==> config.mk <==
export PLATFORM = sky130hd
export DESIGN_NAME = mem_lsu_flat
export DESIGN_NICKNAME = d
export VERILOG_FILES = /design/src/rtl/mem_lsu_pkg.sv /design/src/rtl/mem_lsu_if.sv /design/src/rtl/mem_lsu_ext.sv /design/src/rtl/mem_lsu.sv /design/src/flat_wrapper.sv
export SDC_FILE = /design/constraint.sdc
export NUM_CORES = 1
export LEC_CHECK = 0
export ABC_CLOCK_PERIOD_IN_PS = 8700
export CAP_MARGIN = 20
export CORE_AREA = 2 2 146 148
export CTS_CLUSTER_DIAMETER = 60
export DETAILED_ROUTE_END_ITERATION = 8
export DIE_AREA = 0 0 148 150
export DONT_BUFFER_PORTS = 1
export PLACE_DENSITY = 0.79
export SLEW_MARGIN = 20
export SYNTH_ARGS = -nofsm -noshare
export SYNTH_HDL_FRONTEND = slang
export SYNTH_SLANG_ARGS = --single-unit
==> constraint.sdc <==
create_clock -name clk -period 8.7 [get_ports clk]
set_input_delay 1.305 -clock clk [delete_from_list [all_inputs] [get_ports clk]]
set_output_delay 1.305 -clock clk [all_outputs]
set_load 0.01 [all_outputs]
==> src/rtl/mem_lsu_pkg.sv <==
// Shared types for the load/store unit and the strict-aligned memory it drives.
// Access size, memory error codes, LSU state encoding and size/alignment helpers.
package mem_lsu_pkg;

  typedef enum logic [1:0] {
    DT_BYTE = 2'd0,
    DT_HALF = 2'd1,
    DT_WORD = 2'd2
  } mem_dt_e;

  typedef enum logic [1:0] {
    ERR_NONE  = 2'd0,
    ERR_ALIGN = 2'd1,
    ERR_RANGE = 2'd2
  } errno_e;

  typedef enum logic [1:0] {
    LSU_IDLE   = 2'd0,
    LSU_ACCESS = 2'd1,
    LSU_RESP   = 2'd2
  } lsu_state_e;

  function automatic logic [2:0] dt_size(input mem_dt_e dt);
    case (dt)
      DT_BYTE: return 3'd1;
      DT_HALF: return 3'd2;
      default: return 3'd4;
    endcase
  endfunction

  function automatic logic dt_aligned(input mem_dt_e dt, input logic [1:0] lsb);
    case (dt)
      DT_BYTE: return 1'b1;
      DT_HALF: return ~lsb[0];
      default: return (lsb == 2'b00);
    endcase
  endfunction

endpackage

==> src/rtl/mem_lsu_if.sv <==
// Core-side request/response channel of the load/store unit.
// master = core (issues requests), slave = LSU.
interface mem_lsu_if;
  import mem_lsu_pkg::*;

  logic        req_valid;
  logic        req_ready;
  logic        req_we;
  logic [31:0] req_addr;
  logic [31:0] req_wdata;
  mem_dt_e     req_dt;
  logic        req_unsigned;
  logic        resp_valid;
  logic        resp_ready;
  logic [31:0] resp_rdata;
  logic        resp_err;

  modport master (
    output req_valid, req_we, req_addr, req_wdata, req_dt, req_unsigned, resp_ready,
    input  req_ready, resp_valid, resp_rdata, resp_err
  );

  modport slave (
    input  req_valid, req_we, req_addr, req_wdata, req_dt, req_unsigned, resp_ready,
    output req_ready, resp_valid, resp_rdata, resp_err
  );

endinterface

==> src/rtl/mem_lsu_ext.sv <==
// Load-result extender: sign- or zero-extends a right-justified byte/half, passes words.
module mem_ext
  import mem_lsu_pkg::*;
(
  input  logic [31:0] i_val,
  input  mem_dt_e     i_dt,
  input  logic        i_unsigned,
  output logic [31:0] o_val
);

  always_comb begin
    case (i_dt)
      DT_BYTE: o_val = {{24{~i_unsigned & i_val[7]}}, i_val[7:0]};
      DT_HALF: o_val = {{16{~i_unsigned & i_val[15]}}, i_val[15:0]};
      default: o_val = i_val;
    endcase
  end

endmodule

==> src/rtl/mem_lsu.sv <==
// Load/store initiator: splits misaligned accesses into byte beats toward the
// strict-aligned memory and reassembles/extends load data for the core.
module mem_lsu
  import mem_lsu_pkg::*;
#(
  parameter int N = 64
) (
  input  logic        clk,
  input  logic        rst_n,
  mem_lsu_if.slave    lsu,
  output logic [31:0] m_addr,
  output logic [31:0] m_wd,
  output logic        m_we,
  output mem_dt_e     m_dt,
  input  logic [31:0] m_rd,
  input  errno_e      m_err
);

  // state      | meaning
  // LSU_IDLE   | waiting for a request, req_ready high
  // LSU_ACCESS | one memory beat per cycle, beat 0 .. nbeats-1
  // LSU_RESP   | response held until resp_ready

  localparam logic [32:0] LP_LIMIT = 33'(4 * N - 1);

  lsu_state_e  r_state;
  logic        r_we;
  logic [31:0] r_addr;
  logic [31:0] r_wdata;
  mem_dt_e     r_dt;
  logic        r_unsigned;
  logic [31:0] r_asm;
  logic [1:0]  r_beat;
  logic [2:0]  r_nbeats;
  logic        r_err;

  logic        r_req_ready;
  logic        r_resp_valid;
  logic [31:0] r_resp_rdata;
  logic        r_resp_err;
  logic [31:0] r_m_addr;
  logic [31:0] r_m_wd;
  logic        r_m_we;
  mem_dt_e     r_m_dt;

  logic        w_aligned;
  logic [2:0]  w_nbeats;
  logic [32:0] w_end;
  logic        w_range_bad;
  logic [1:0]  w_beat_nx;
  logic [7:0]  w_wbyte_nx;
  logic [31:0] w_asm_nx;
  logic        w_err_nx;
  logic        w_last;
  logic [31:0] w_ext;

  assign w_aligned   = dt_aligned(lsu.req_dt, lsu.req_addr[1:0]);
  assign w_nbeats    = w_aligned ? 3'd1 : dt_size(lsu.req_dt);
  assign w_end       = {1'b0, lsu.req_addr} + {30'b0, dt_size(lsu.req_dt)} - 33'd1;
  assign w_range_bad = (w_end > LP_LIMIT);

  assign w_beat_nx  = r_beat + 2'd1;
  assign w_wbyte_nx = r_wdata[{w_beat_nx, 3'b000} +: 8];
  assign w_err_nx   = r_err | (m_err != ERR_NONE);
  assign w_last     = ({1'b0, r_beat} == (r_nbeats - 3'd1));

  always_comb begin
    w_asm_nx = r_asm;
    if (!r_we) begin
      if (r_nbeats == 3'd1) w_asm_nx = m_rd;
      else                  w_asm_nx[{r_beat, 3'b000} +: 8] = m_rd[7:0];
    end
  end

  // Extension runs on the post-capture value so the response register loads on the last beat.
  mem_ext u_ext (
    .i_val      (w_asm_nx),
    .i_dt       (r_dt),
    .i_unsigned (r_unsigned),
    .o_val      (w_ext)
  );

  always_ff @(posedge clk) begin
    if (!rst_n) begin
      r_state      <= LSU_IDLE;
      r_we         <= 1'b0;
      r_addr       <= 32'd0;
      r_wdata      <= 32'd0;
      r_dt         <= DT_BYTE;
      r_unsigned   <= 1'b0;
      r_asm        <= 32'd0;
      r_beat       <= 2'd0;
      r_nbeats     <= 3'd0;
      r_err        <= 1'b0;
      r_req_ready  <= 1'b1;
      r_resp_valid <= 1'b0;
      r_resp_rdata <= 32'd0;
      r_resp_err   <= 1'b0;
      r_m_addr     <= 32'd0;
      r_m_wd       <= 32'd0;
      r_m_we       <= 1'b0;
      r_m_dt       <= DT_WORD;
    end else begin
      case (r_state)
        LSU_IDLE: begin
          if (lsu.req_valid) begin
            r_we        <= lsu.req_we;
            r_addr      <= lsu.req_addr;
            r_wdata     <= lsu.req_wdata;
            r_dt        <= lsu.req_dt;
            r_unsigned  <= lsu.req_unsigned;
            r_asm       <= 32'd0;
            r_beat      <= 2'd0;
            r_nbeats    <= w_nbeats;
            r_req_ready <= 1'b0;
            if (w_range_bad) begin
              r_err        <= 1'b1;
              r_state      <= LSU_RESP;
              r_resp_valid <= 1'b1;
              r_resp_err   <= 1'b1;
              r_resp_rdata <= 32'd0;
            end else begin
              r_err    <= 1'b0;
              r_state  <= LSU_ACCESS;
              r_m_addr <= lsu.req_addr;
              r_m_we   <= lsu.req_we;
              r_m_dt   <= w_aligned ? lsu.req_dt : DT_BYTE;
              r_m_wd   <= w_aligned ? lsu.req_wdata : {24'd0, lsu.req_wdata[7:0]};
            end
          end
        end

        LSU_ACCESS: begin
          r_asm <= w_asm_nx;
          r_err <= w_err_nx;
          if (w_last) begin
            r_state      <= LSU_RESP;
            r_resp_valid <= 1'b1;
            r_resp_err   <= w_err_nx;
            r_resp_rdata <= (r_we || w_err_nx) ? 32'd0 : w_ext;
            r_m_addr     <= 32'd0;
            r_m_wd       <= 32'd0;
            r_m_we       <= 1'b0;
            r_m_dt       <= DT_WORD;
          end else begin
            r_beat   <= w_beat_nx;
            r_m_addr <= r_addr + 32'(w_beat_nx);
            r_m_wd   <= {24'd0, w_wbyte_nx};
          end
        end

        LSU_RESP: begin
          if (lsu.resp_ready) begin
            r_state      <= LSU_IDLE;
            r_req_ready  <= 1'b1;
            r_resp_valid <= 1'b0;
            r_resp_err   <= 1'b0;
            r_resp_rdata <= 32'd0;
          end
        end

        default: r_state <= LSU_IDLE;
      endcase
    end
  end

  assign lsu.req_ready  = r_req_ready;
  assign lsu.resp_valid = r_resp_valid;
  assign lsu.resp_rdata = r_resp_rdata;
  assign lsu.resp_err   = r_resp_err;

  // Reset asserted mid-split must block the in-flight beat from reaching memory.
  assign m_we   = r_m_we & rst_n;
  assign m_addr = r_m_addr;
  assign m_wd   = r_m_wd;
  assign m_dt   = r_m_dt;

endmodule

==> src/flat_wrapper.sv <==
// flat-port wrapper written by rule: the top's interface ports become plain ports
module mem_lsu_flat import mem_lsu_pkg::*;
#(
  parameter int N = 64
)
  (clk, rst_n, m_addr, m_wd, m_we, m_dt, m_rd, m_err, lsu_req_valid, lsu_req_we, lsu_req_addr, lsu_req_wdata, lsu_req_dt, lsu_req_unsigned, lsu_resp_ready, lsu_req_ready, lsu_resp_valid, lsu_resp_rdata, lsu_resp_err);
  mem_lsu_if lsu_i ();
  input  logic clk;
  input  logic rst_n;
  output logic [31:0] m_addr;
  output logic [31:0] m_wd;
  output logic m_we;
  output mem_dt_e m_dt;
  input  logic [31:0] m_rd;
  input  errno_e m_err;
  input wire logic [$bits(lsu_i.req_valid)-1:0] lsu_req_valid;
  input wire logic [$bits(lsu_i.req_we)-1:0] lsu_req_we;
  input wire logic [$bits(lsu_i.req_addr)-1:0] lsu_req_addr;
  input wire logic [$bits(lsu_i.req_wdata)-1:0] lsu_req_wdata;
  input wire logic [$bits(lsu_i.req_dt)-1:0] lsu_req_dt;
  input wire logic [$bits(lsu_i.req_unsigned)-1:0] lsu_req_unsigned;
  input wire logic [$bits(lsu_i.resp_ready)-1:0] lsu_resp_ready;
  output wire logic [$bits(lsu_i.req_ready)-1:0] lsu_req_ready;
  output wire logic [$bits(lsu_i.resp_valid)-1:0] lsu_resp_valid;
  output wire logic [$bits(lsu_i.resp_rdata)-1:0] lsu_resp_rdata;
  output wire logic [$bits(lsu_i.resp_err)-1:0] lsu_resp_err;
  assign lsu_i.req_valid = lsu_req_valid;
  assign lsu_i.req_we = lsu_req_we;
  assign lsu_i.req_addr = lsu_req_addr;
  assign lsu_i.req_wdata = lsu_req_wdata;
  assign lsu_i.req_dt = lsu_req_dt;
  assign lsu_i.req_unsigned = lsu_req_unsigned;
  assign lsu_i.resp_ready = lsu_resp_ready;
  assign lsu_req_ready = lsu_i.req_ready;
  assign lsu_resp_valid = lsu_i.resp_valid;
  assign lsu_resp_rdata = lsu_i.resp_rdata;
  assign lsu_resp_err = lsu_i.resp_err;
  mem_lsu #(.N(N)) u_core (.clk(clk), .rst_n(rst_n), .lsu(lsu_i), .m_addr(m_addr), .m_wd(m_wd), .m_we(m_we), .m_dt(m_dt), .m_rd(m_rd), .m_err(m_err));
endmodule
==> metrics.txt <==
worst setup path class=in2reg; Global Route Usage Sum=30.8%; arrival time at the worst endpoint=around 5.6 ns; worst reg2reg path startpoint=u_core.r_beat[0]; Max Cap Viol=0; number of different library cells in the post-synthesis netlist=70; Reg2Reg Depth=11; syn nets=about 1.8k; post-layout worst setup margin=~3.5 ns; hpwl dp=24,600 um; post-synthesis instance area=0.0124 mm^2; Slew Limit Fails=0; Design Power=between 2 and 2.5 mW; crit share post-route=between 50 and 60%; Max Fclk=between 150 and 200 MHz; synthesis warning total=0; H-tree depth=1; clock buffers created by TritonCTS=25; core utilization of the finished layout=roughly 64%; total iterations of the first detailed-routing run=6; ports placed on the boundary=between 200 and 250; Static Leak=4.97 nW; peak ir drop on the vdd network=0.000139 V; via count of the first global-routing pass=10.9k; remaining global-route overflow=0; type of destination of the critical path=flop; slew at the pin closest to its max-slew limit=between 1 and 1.5 ns; number of setup violations in the final report=0; top layer in use=met4; P_sw=about 670 uW; Post-Place Cells=about 1.8k; maximum buffer depth of the clock tree=3; worst reg2reg setup slack=3.74 ns; insertion delay to the later sink of the worst-skew pair=0.54 ns; internal power summed over all cells=1.74 mW; die area=0.0222 mm^2; Min Clock Period, post-route=a little over 5 ns; total wire length after detailed routing=between 30,000 and 40,000 um; synthesized flop and latch total=210; first-pass GRT wire length=roughly 57,000 um; largest net degree at the start of global routing=198; Hold Path End=u_core.r_wdata[17]; Vias=between 10k and 15k; total of buffers placed on input and output ports=0; non-filler cells in the finished layout=around 1.8k; drt initial violations=slightly below 900; most common flop cell mapped by yosys=sky130_fd_sc_hd__dfxtp_1; cell count of the worst hold path=2; met3 wire length=about 3200 um; number of synthesized flops with an enable pin=0; effective utilization at floorplan=60.1%; core area=0.0207 mm^2; final instance area=0.0133 mm^2; number of antenna violations at the first check in global routing=0; number of clock sinks=210; fraction of power spent switching nets=between 20% and 30%; Worst Hold Margin=around 0.46 ns; post-place instance area=0.0124 mm^2; chip height=about 150 um; Clock Tree Root=sky130_fd_sc_hd__clkbuf_16; TNS Setup=0 ns; post-detailed-route count of antenna-violating nets=0; Clk pwr share=45.2%; share of async-settable or async-resettable flops after synthesis=0%; clk_skew=0.0119 ns; Worst Hold Launch=u_core.r_wdata[17]; data required time at the worst endpoint=between 9 and 10 ns; fin nets=~1.7k; buffers inserted during post-CTS setup optimization=0; row count=53; total DRC errors in the routed layout=0; Resized Gates After CTS=0; hold bufs inserted after CTS=0; pre-CTS worst setup slack=3.03 ns; register share of total power=42.0%; Synth Area per Inst=roughly 7.6 um^2; met2 routed wirelength=approximately 16,000 um; Final Hold Vio Count=0; result of the run=completed; register area share after synthesis=between 30% and 40%; Crit Path Max Fanout=46; power density cells=about 180 mW/mm^2; classification of the worst-slack hold path=reg2reg; Max transition margin=26.8%; fraction of power consumed by combinational cells=12.7%; RSZ-0062 raised after global routing=false; Antenna Diode Count=0; share of post-route cells with drive strength above 1=around 5.8%; area used by sequential logic in the layout=approximately 0.0042 mm^2; Via density=around 6.3; CP startpoint kind=input port; Cells after Synth=around 1.6k; layout overhead on the synthesized area=7.13%; width of the die=about 150 um; GPL Wtd Cong=about 0.96; routed length on met1=between 10,000 and 15,000 um; area of the multi-input gates=~0.0075 mm^2; Crit Reg-Reg Endpoint=u_core.m_addr[28]; wire per inst=about 19 um; fillers=~1.8k; clock slew seen by the registers of the worst setup and hold paths=roughly 0.06 ns; clock tree from TritonCTS=done
==> flip-flops by register name (all words and copies together) (netlist names), 2 cells and up <==
register               cells
u_core.r_asm              32
u_core.r_state             2
u_core.r_nbeats            3
u_core.m_wd               32
u_core.r_addr             32
u_core.r_wdata            32
u_core.lsu.resp_rdata     32
u_core.m_dt                2
u_core.m_addr             32
u_core.r_beat              2
u_core.r_dt                2
==> metal layers <==
metal  track usage (%)  up-vias
li1                  -     5596
met1              39.6     5455
met2              49.9      441
met3              8.14       72
met4              11.4        0
met5                 0        -
==> power by group through the flow <==
| stage | logic [mW] | clock network [mW] | registers [mW] |
|---|---|---|---|
| final | 0.306 | 1.09 | 1.01 |
| after CTS | 0.303 | 1.10 | 1.01 |
| after global routing | 0.342 | 1.14 | 1.01 |
| after detailed placement | 0.301 | 0 | 1.03 |
| after floorplan | 0.252 | 0 | 1.02 |
| after global placement | 0.298 | 0 | 1.03 |
==> critical path: stages <==
cell	delay [ns]
sky130_fd_sc_hd__inv_1	0.05
sky130_fd_sc_hd__nand2_1	0.07
sky130_fd_sc_hd__ha_1	0.29
sky130_fd_sc_hd__inv_1	0.04
sky130_fd_sc_hd__ha_1	0.22
sky130_fd_sc_hd__fa_1	0.37
sky130_fd_sc_hd__a211oi_1	0.30
sky130_fd_sc_hd__o21ai_0	0.21
sky130_fd_sc_hd__a211oi_1	0.36
sky130_fd_sc_hd__o21a_1	0.26
sky130_fd_sc_hd__o31ai_1	0.12
sky130_fd_sc_hd__mux2_2	0.28
sky130_fd_sc_hd__o22ai_1	0.44
sky130_fd_sc_hd__nor4_4	0.09
sky130_fd_sc_hd__nor2_4	0.23
sky130_fd_sc_hd__buf_4	0.58
sky130_fd_sc_hd__mux2i_1	0.28
==> kinds of logic (layout without fill, tap and decap cells) <==
kind of cell	after synthesis	count (layout)	share of synthesized area, %
buffers and inverters	190	133	5.86
AND/OR/NAND/NOR	662	662	25.2
AO/OA/AOI/OAI	441	441	23.7
multiplexers	44	44	4.36
adder cells (fa/ha/maj)	45	45	4.65
flip-flops	210	210	33.8
XOR/XNOR	34	34	2.40
==> cell type report <==
class	count	share of cell area, %
clock buffers	31	5.24
clock inverters	14	1.24
inverters	77	2.17
multi-input cells	1226	56.6
flip-flops and latches	210	31.6
well taps	275	2.58
repair buffers	11	0.620
==> cell usage in the layout (no fill, tap or decap), types with 43 or more instances in the layout <==
cell type / n
sky130_fd_sc_hd__ha_1: 43
sky130_fd_sc_hd__nor2_1: 66
sky130_fd_sc_hd__nand2_1: 339
sky130_fd_sc_hd__a21boi_0: 71
sky130_fd_sc_hd__a21oi_1: 56
sky130_fd_sc_hd__dfxtp_1: 210
sky130_fd_sc_hd__nand3_1: 64
sky130_fd_sc_hd__o21ai_0: 125
sky130_fd_sc_hd__inv_1: 77
sky130_fd_sc_hd__a22oi_1: 49
==> cells in the mapped netlist (13+ instances only) <==
| cell type | n | area share, % |
|---|---|---|
| sky130_fd_sc_hd__o21ai_0 | 125 | 5.0 |
| sky130_fd_sc_hd__xnor2_1 | 21 | 1.5 |
| sky130_fd_sc_hd__nor3b_1 | 21 | 1.3 |
| sky130_fd_sc_hd__and2_1 | 16 | 0.81 |
| sky130_fd_sc_hd__nand2_1 | 341 | 10 |
| sky130_fd_sc_hd__a211oi_1 | 26 | 1.6 |
| sky130_fd_sc_hd__and3_1 | 15 | 0.75 |
| sky130_fd_sc_hd__ha_1 | 43 | 4.3 |
| sky130_fd_sc_hd__nand3_1 | 64 | 2.6 |
| sky130_fd_sc_hd__nor2b_1 | 35 | 1.8 |
| sky130_fd_sc_hd__clkbuf_1 | 89 | 2.7 |
| sky130_fd_sc_hd__dfxtp_1 | 210 | 34 |
| sky130_fd_sc_hd__nand4_1 | 22 | 1.1 |
| sky130_fd_sc_hd__nor3_1 | 17 | 0.68 |
| sky130_fd_sc_hd__a22oi_1 | 49 | 3.0 |
| sky130_fd_sc_hd__a21boi_0 | 71 | 4.3 |
| sky130_fd_sc_hd__inv_1 | 77 | 2.3 |
| sky130_fd_sc_hd__mux2i_1 | 35 | 2.8 |
| sky130_fd_sc_hd__a21oi_1 | 57 | 2.3 |
| sky130_fd_sc_hd__xor2_1 | 13 | 0.92 |
| sky130_fd_sc_hd__a32oi_1 | 32 | 2.3 |
| sky130_fd_sc_hd__nor2_1 | 67 | 2.0 |
==> worst max path at each step <==
stage                  startpoint                 to  slack [ns]  cells after the start
floorplan           lsu_req_dt[1]  u_core.m_addr[18]        3.71                     17
global placement    lsu_req_dt[1]    u_core.m_wd[19]        3.26                     17
detailed placement  lsu_req_dt[1]    u_core.m_wd[12]        3.03                     17
CTS                 lsu_req_dt[1]    u_core.m_wd[31]        3.59                     17
global route        lsu_req_dt[1]  u_core.m_addr[20]        3.25                     17
finish              lsu_req_dt[1]    u_core.m_wd[30]        3.55                     17
(Power assumes the default switching activity.)
